[config.mk]
export PLATFORM = sky130hd
export DESIGN_NAME = burst_master_port
export DESIGN_NICKNAME = d
export VERILOG_FILES = /design/src/rtl/burst_master_port.sv
export SDC_FILE = /design/constraint.sdc
export NUM_CORES = 1
export LEC_CHECK = 0
export CORE_MARGIN = 3
export CORE_UTILIZATION = 45
export DETAILED_ROUTE_END_ITERATION = 8
export PLACE_DENSITY_LB_ADDON = 0.05
export REMOVE_ABC_BUFFERS = 1
export SYNTH_ARGS = -nofsm -noshare
export SYNTH_HDL_FRONTEND = slang
export SYNTH_SLANG_ARGS = --single-unit
export TNS_END_PERCENT = 30
[constraint.sdc]
create_clock -name clk -period 4.7 [get_ports clk]
set_clock_uncertainty 0.15 [all_clocks]
set_input_delay 0.47 -clock clk [delete_from_list [all_inputs] [get_ports clk]]
set_output_delay 0.47 -clock clk [all_outputs]
set_load 0.03 [all_outputs]
[src/rtl/burst_master_port.sv]
// Bit-serial bus master port with bursts: serialises slave ID, memory address and
// burst length, then moves 1..2^LEN_WIDTH data beats with ack timeout reporting.
module burst_master_port #(
  parameter int ADDR_WIDTH     = 16,
  parameter int DATA_WIDTH     = 8,
  parameter int SLAVE_ID_WIDTH = 4,
  parameter int LEN_WIDTH      = 4,
  parameter int ACK_TIMEOUT    = 16
) (
  input  logic                  clk,
  input  logic                  rst,
  input  logic [ADDR_WIDTH-1:0] daddr,
  input  logic                  dmode,
  input  logic [LEN_WIDTH-1:0]  dlen,
  input  logic                  dvalid,
  output logic                  dready,
  input  logic [DATA_WIDTH-1:0] dwdata,
  input  logic                  dwvalid,
  output logic                  dwready,
  output logic [DATA_WIDTH-1:0] drdata,
  output logic                  drvalid,
  output logic                  ddone,
  output logic                  derr,
  output logic                  mwdata,
  output logic                  mmode,
  output logic                  mvalid,
  input  logic                  mrdata,
  input  logic                  svalid,
  output logic                  mbreq,
  input  logic                  mbgrant,
  input  logic                  ack,
  output logic [3:0]            dbg_state
);

  // Handshakes: a command transfers on a cycle with dvalid & dready, a write beat on
  // dwvalid & dwready; drvalid and ddone are single-cycle pulses with no back-pressure.

  localparam int LOW_W   = ADDR_WIDTH - SLAVE_ID_WIDTH;
  localparam int M1      = (SLAVE_ID_WIDTH > LOW_W) ? SLAVE_ID_WIDTH : LOW_W;
  localparam int M2      = (M1 > LEN_WIDTH) ? M1 : LEN_WIDTH;
  localparam int SH_W    = (M2 > DATA_WIDTH) ? M2 : DATA_WIDTH;
  localparam int CNT_MAX = (SH_W > ACK_TIMEOUT) ? SH_W : ACK_TIMEOUT;
  localparam int CW      = $clog2(CNT_MAX + 1);
  localparam int BW      = LEN_WIDTH + 1;

  typedef enum logic [3:0] {
    IDLE  = 4'd0,
    REQ   = 4'd1,
    SADDR = 4'd2,
    WAIT  = 4'd3,
    ADDR  = 4'd4,
    LEN   = 4'd5,
    WLOAD = 4'd6,
    WDATA = 4'd7,
    RDATA = 4'd8,
    DONE  = 4'd9
  } state_t;

  state_t                state_q, state_d;
  logic [CW-1:0]         cnt_q, cnt_d;
  logic [SH_W-1:0]       sh_q, sh_d;
  logic [DATA_WIDTH-1:0] rbuf_q, rbuf_d;
  logic [BW-1:0]         beat_q, beat_d;
  logic [ADDR_WIDTH-1:0] addr_q;
  logic [LEN_WIDTH-1:0]  len_q;
  logic                  derr_d;
  logic [DATA_WIDTH-1:0] drdata_d;
  logic                  drvalid_d;
  logic                  issue;
  logic                  accept;
  logic                  last_beat;

  assign dbg_state = state_q;
  assign last_beat = (beat_q == {1'b0, len_q});

  always_comb begin
    state_d   = state_q;
    cnt_d     = cnt_q;
    sh_d      = sh_q;
    rbuf_d    = rbuf_q;
    beat_d    = beat_q;
    derr_d    = derr;
    drdata_d  = drdata;
    drvalid_d = 1'b0;
    issue     = 1'b0;
    accept    = 1'b0;
    dready    = 1'b0;
    dwready   = 1'b0;
    mbreq     = 1'b0;
    ddone     = 1'b0;

    unique case (state_q)
      IDLE: begin
        dready = 1'b1;
        if (dvalid) begin
          accept  = 1'b1;
          derr_d  = 1'b0;
          state_d = REQ;
        end
      end

      REQ: begin
        mbreq = 1'b1;
        if (mbgrant) begin
          state_d = SADDR;
          cnt_d   = '0;
          sh_d    = SH_W'(addr_q[ADDR_WIDTH-1 -: SLAVE_ID_WIDTH]);
        end
      end

      SADDR: begin
        mbreq = 1'b1;
        issue = 1'b1;
        sh_d  = sh_q >> 1;
        cnt_d = cnt_q + CW'(1);
        if (cnt_q == CW'(SLAVE_ID_WIDTH - 1)) begin
          state_d = WAIT;
          cnt_d   = '0;
        end
      end

      // Decoder has ACK_TIMEOUT cycles to recognise the slave ID before we give up.
      WAIT: begin
        mbreq = 1'b1;
        if (ack) begin
          state_d = ADDR;
          cnt_d   = '0;
          sh_d    = SH_W'(addr_q[LOW_W-1:0]);
        end else if (cnt_q == CW'(ACK_TIMEOUT - 1)) begin
          derr_d  = 1'b1;
          state_d = DONE;
        end else begin
          cnt_d = cnt_q + CW'(1);
        end
      end

      ADDR: begin
        mbreq = 1'b1;
        issue = 1'b1;
        sh_d  = sh_q >> 1;
        cnt_d = cnt_q + CW'(1);
        if (cnt_q == CW'(LOW_W - 1)) begin
          state_d = LEN;
          cnt_d   = '0;
          sh_d    = SH_W'(len_q);
        end
      end

      LEN: begin
        mbreq = 1'b1;
        issue = 1'b1;
        sh_d  = sh_q >> 1;
        cnt_d = cnt_q + CW'(1);
        if (cnt_q == CW'(LEN_WIDTH - 1)) begin
          cnt_d   = '0;
          beat_d  = '0;
          state_d = mmode ? WLOAD : RDATA;
        end
      end

      WLOAD: begin
        mbreq   = 1'b1;
        dwready = 1'b1;
        if (dwvalid) begin
          sh_d    = SH_W'(dwdata);
          cnt_d   = '0;
          state_d = WDATA;
        end
      end

      WDATA: begin
        mbreq = 1'b1;
        issue = 1'b1;
        sh_d  = sh_q >> 1;
        cnt_d = cnt_q + CW'(1);
        if (cnt_q == CW'(DATA_WIDTH - 1)) begin
          cnt_d   = '0;
          beat_d  = beat_q + BW'(1);
          state_d = last_beat ? DONE : WLOAD;
        end
      end

      // Incoming bits enter at the top and shift down, so LSB-first arrival lands in order.
      RDATA: begin
        mbreq = 1'b1;
        if (svalid) begin
          rbuf_d = {mrdata, rbuf_q[DATA_WIDTH-1:1]};
          cnt_d  = cnt_q + CW'(1);
          if (cnt_q == CW'(DATA_WIDTH - 1)) begin
            drdata_d  = rbuf_d;
            drvalid_d = 1'b1;
            cnt_d     = '0;
            beat_d    = beat_q + BW'(1);
            if (last_beat) state_d = DONE;
          end
        end
      end

      DONE: begin
        ddone   = 1'b1;
        state_d = IDLE;
      end

      default: state_d = IDLE;
    endcase
  end

  always_ff @(posedge clk) begin
    if (rst) begin
      state_q <= IDLE;
      cnt_q   <= '0;
      sh_q    <= '0;
      rbuf_q  <= '0;
      beat_q  <= '0;
      addr_q  <= '0;
      len_q   <= '0;
      mmode   <= 1'b0;
      derr    <= 1'b0;
      drdata  <= '0;
      drvalid <= 1'b0;
      mwdata  <= 1'b0;
      mvalid  <= 1'b0;
    end else begin
      state_q <= state_d;
      cnt_q   <= cnt_d;
      sh_q    <= sh_d;
      rbuf_q  <= rbuf_d;
      beat_q  <= beat_d;
      derr    <= derr_d;
      drdata  <= drdata_d;
      drvalid <= drvalid_d;
      // Bus bit is registered: a bit issued in state cycle k is driven in cycle k+1.
      mwdata  <= issue & sh_q[0];
      mvalid  <= issue;
      if (accept) begin
        addr_q <= daddr;
        len_q  <= dlen;
        mmode  <= dmode;
      end
    end
  end

endmodule

==> results by group <==
Final layout
  • Diodes inserted: 0
  • Layout cells sized above 1: approximately 7%
  • P&R area growth vs syn: 23.6%
  • Final nets: 470

Yosys
  • Post-Syn Instances: 388
  • Mapped Avg Cell Area: between 8 and 9 um2
  • Synth area leader: dfxtp_1
  • Cell area after synthesis: approximately 3200 um2
  • Register bit count reported by yosys: between 60 and 70
  • Most frequent cells after synthesis: dfxtp_1 (66), nand2_1 (61), a21oi_1 (47)
  • Top cell type's share of synthesized area: 40.8%
  • Top FF cell, synth: dfxtp_1
  • Netlist cell types: 59
  • Most frequent cell after synthesis: dfxtp_1
  • Top cells by area, synth: dfxtp_1 (41%), a21oi_1 (7.3%), nand2_1 (7.1%)
  • Register area share after synthesis: 40.8%
  • Ys async rst share: 0%
  • Ys Warns: 0
  • EDFF count, synth: 0

CTS
  • Root buf cell: clkbuf_8
  • Post-cts resize count: 0
  • Clock slew at reported path FFs: around 0.070 ns
  • Hold_buf cts: 0
  • Bufs on Longest Clock Path: 2
  • Setup repair bufs after CTS: 0
  • Clk_lat worst skew: ~0.33 ns
  • Total CTS buffers: 9
  • CTS tree: done
  • H-tree depth: 3
  • CTS sink cnt: 66

Worst hold path
  • Hold path startpoint: addr_q[5]$_SDFFE_PP0P_
  • Hold Path Stages: 2
  • HP Class: reg -> reg
  • Hold path endpoint: addr_q[5]$_SDFFE_PP0P_

Floorplanning
  • FP Rows: 30
  • Core Footprint: 6910 um2
  • Top Ports: 58
  • Die area: just over 8000 um2
  • Die W: ~91 um
  • Die height: between 90 and 100 um
  • Initial core utilization: between 40% and 50%

Critical path
  • Crit path top cell by count: nor2_1
  • Maximum fanout along the worst path: 29
  • Largest stage delay, worst path: a little under 1 ns
  • Setup slack, reg-to-reg: ~2.0 ns
  • CP max stage cell: dfxtp_1
  • Required time worst endpoint: around 4 ns
  • Crit path launch type: flop
  • Buffer and inverter count on the worst path: 1
  • Worst Reg-to-Reg Cells: 6
  • FF-to-FF Start: dbg_state[2]$_SDFFE_PP0P_
  • Kind of cell adding the most delay to the critical path: flip-flops
  • Setup crit end kind: output pin
  • Cell Chain, Critical Path: or2_0, nor2_1, nor2_1, clkdlybuf4s50_1
  • Setup CP Type: reg -> out
  • Worst flop-to-flop path endpoint: sh_q[9]$_SDFFE_PP0P_
  • Crit path DAT: ~2.6 ns

Global routing
  • First-pass GRT wire length: roughly 13,000 um
  • Remaining Overflow, GRT: 0
  • Largest net degree at the start of global routing: 57
  • Number of global-route vias before repair: ~2,700
  • Total Routing Usage GR: 19.9%
  • Initial antenna violation count: 0

Drt
  • DR vias/cell: around 5.7
  • Total wire length: roughly 7900 um
  • # DRC: 0
  • Iter 0 DRT Violations: 219
  • Detailed Routing Iterations Pass 1: 6
  • Vias post-DR: 3,019
  • Post-DR wirelength/cell: approximately 15 um
  • Remaining antenna violation count after routing: 0

Timing
  • Max Slew Vio Count: 0
  • Unrepaired setup endpoints after global routing: no
  • # setup viols final: 0
  • Setup_tns: 0 ns
  • Slew @ Worst Pin: roughly 0.99 ns
  • F_max: ~310 MHz
  • Final Hold Fails: 0
  • Relative slew slack: between 30 and 40%
  • Final Cycle Share: about 69%
  • Min Tclk post-route: ~3.2 ns
  • Final hold slack: between 0.3 and 0.4 ns
  • Fin worst setup slack: roughly 1.5 ns

Pwr
  • Pwr/cell area: approximately 440 nW/um2
  • VDD IR max: 0.220 mV
  • Static leakage: 0.00140 uW

Run status
  • Run status: completed

Placement
  • Detailed placement HPWL: between 5000 and 6000 um
  • Routability cong.: 0.896
  • Buffers on Ports: 57
  • Pre-CTS WS: around 1.8 ns

Job
  • Max cap viols: 0
-- stage by stage --
stage | std cells | util (%) | power, uW | cell area (um2)
after floorplan | 360 | - | 1100 | 3110
after global placement | 515 | 55.2 | 1300 | 3810
after detailed placement | 515 | 55.2 | 1310 | 3810
after CTS | 530 | 58.0 | 1790 | 4010
after global routing | 530 | 58.0 | 1880 | 4010
final | 530 | 58.0 | 1770 | 4010
-- worst max path at each step --
stage                              start                         to  slack, ns  cells after the start
6_report       dbg_state[0]$_SDFFE_PP0P_                      mbreq       1.47                      4
5_1_grt        dbg_state[0]$_SDFFE_PP0P_                      mbreq       1.26                      4
4_1_cts        dbg_state[0]$_SDFFE_PP0P_                      mbreq       1.45                      4
3_5_place_dp   dbg_state[0]$_SDFFE_PP0P_                      mbreq       1.82                      4
3_3_place_gp   dbg_state[0]$_SDFFE_PP0P_                      mbreq       1.90                      4
2_1_floorplan  dbg_state[2]$_SDFFE_PP0P_  dbg_state[1]$_SDFFE_PP0P_       2.12                      5
-- logic make-up after synthesis --
family | share of synthesized area (%)
DFF | 40.8
xor gates and xnor gates | 1.35
AOI/OAI and AO/OA | 24.7
buffers and inverters | 4.63
muxes | 3.13
and+or+nand+nor | 24.3
adders and majority gates | 1.16
-- cell type report --
class                           instances  area, um2
Fill cell                             673       2900
Multi-Input combinational cell        288       1770
Sequential cell                        66       1320
Timing Repair Buffer                   59        581
Clock buffer                           10        138
Tap cell                               96        120
Clock inverter                          5       55.1
Inverter                                6       22.5
-- cells in the final DEF (no fill, tap or decap), types with 2 or more instances in the layout --
cell type,n
a211oi_1,4
a21oi_1,47
a221oi_1,4
a22oi_1,7
a311o_1,4
a311oi_1,3
a32o_1,3
a41oi_1,2
and3_1,2
buf_4,2
clkbuf_8,10
clkdlybuf4s50_1,56
clkinv_2,2
clkinvlp_4,2
dfxtp_1,66
ha_1,3
inv_1,5
mux2i_1,9
nand2_1,61
nand2b_1,12
nand3_1,15
nand3b_1,3
nor2_1,28
nor2b_1,5
nor3_1,11
nor3b_1,2
o21ai_0,4
o21bai_1,6
o22ai_1,2
o2bb2ai_1,15
o32ai_1,3
or2_2,2
or4_1,2
xnor2_1,4
-- per-layer routing --
layer | wire length (um) | global-route usage, %
met4 | 119 | 8.42
met1 | 3570 | 26.5
met5 | 0 | 0
met2 | 3790 | 31.5
met3 | 467 | 3.75
-- registers in the layout (all words and copies together), names as in the netlist --
register,flops
derr,1
rbuf_q,7
cnt_q,5
addr_q,16
beat_q,5
mwdata,1
len_q,4
mvalid,1
sh_q,12
mmode,1
drdata,8
drvalid,1
dbg_state,4
-- where the power goes --
part	total, uW	switching (uW)	internal, uW
Sequential	713	97.0	616
Combinational	589	347	243
Clock	470	216	255
Total	1770	660	1110
-- worst min-delay path, stage by stage, from the launching register on --
cell	delay, ns
dfxtp_1	0.31
nand2_1	0.05
a21oi_1	0.05
Note: power is estimated with default switching activity, not from simulation.
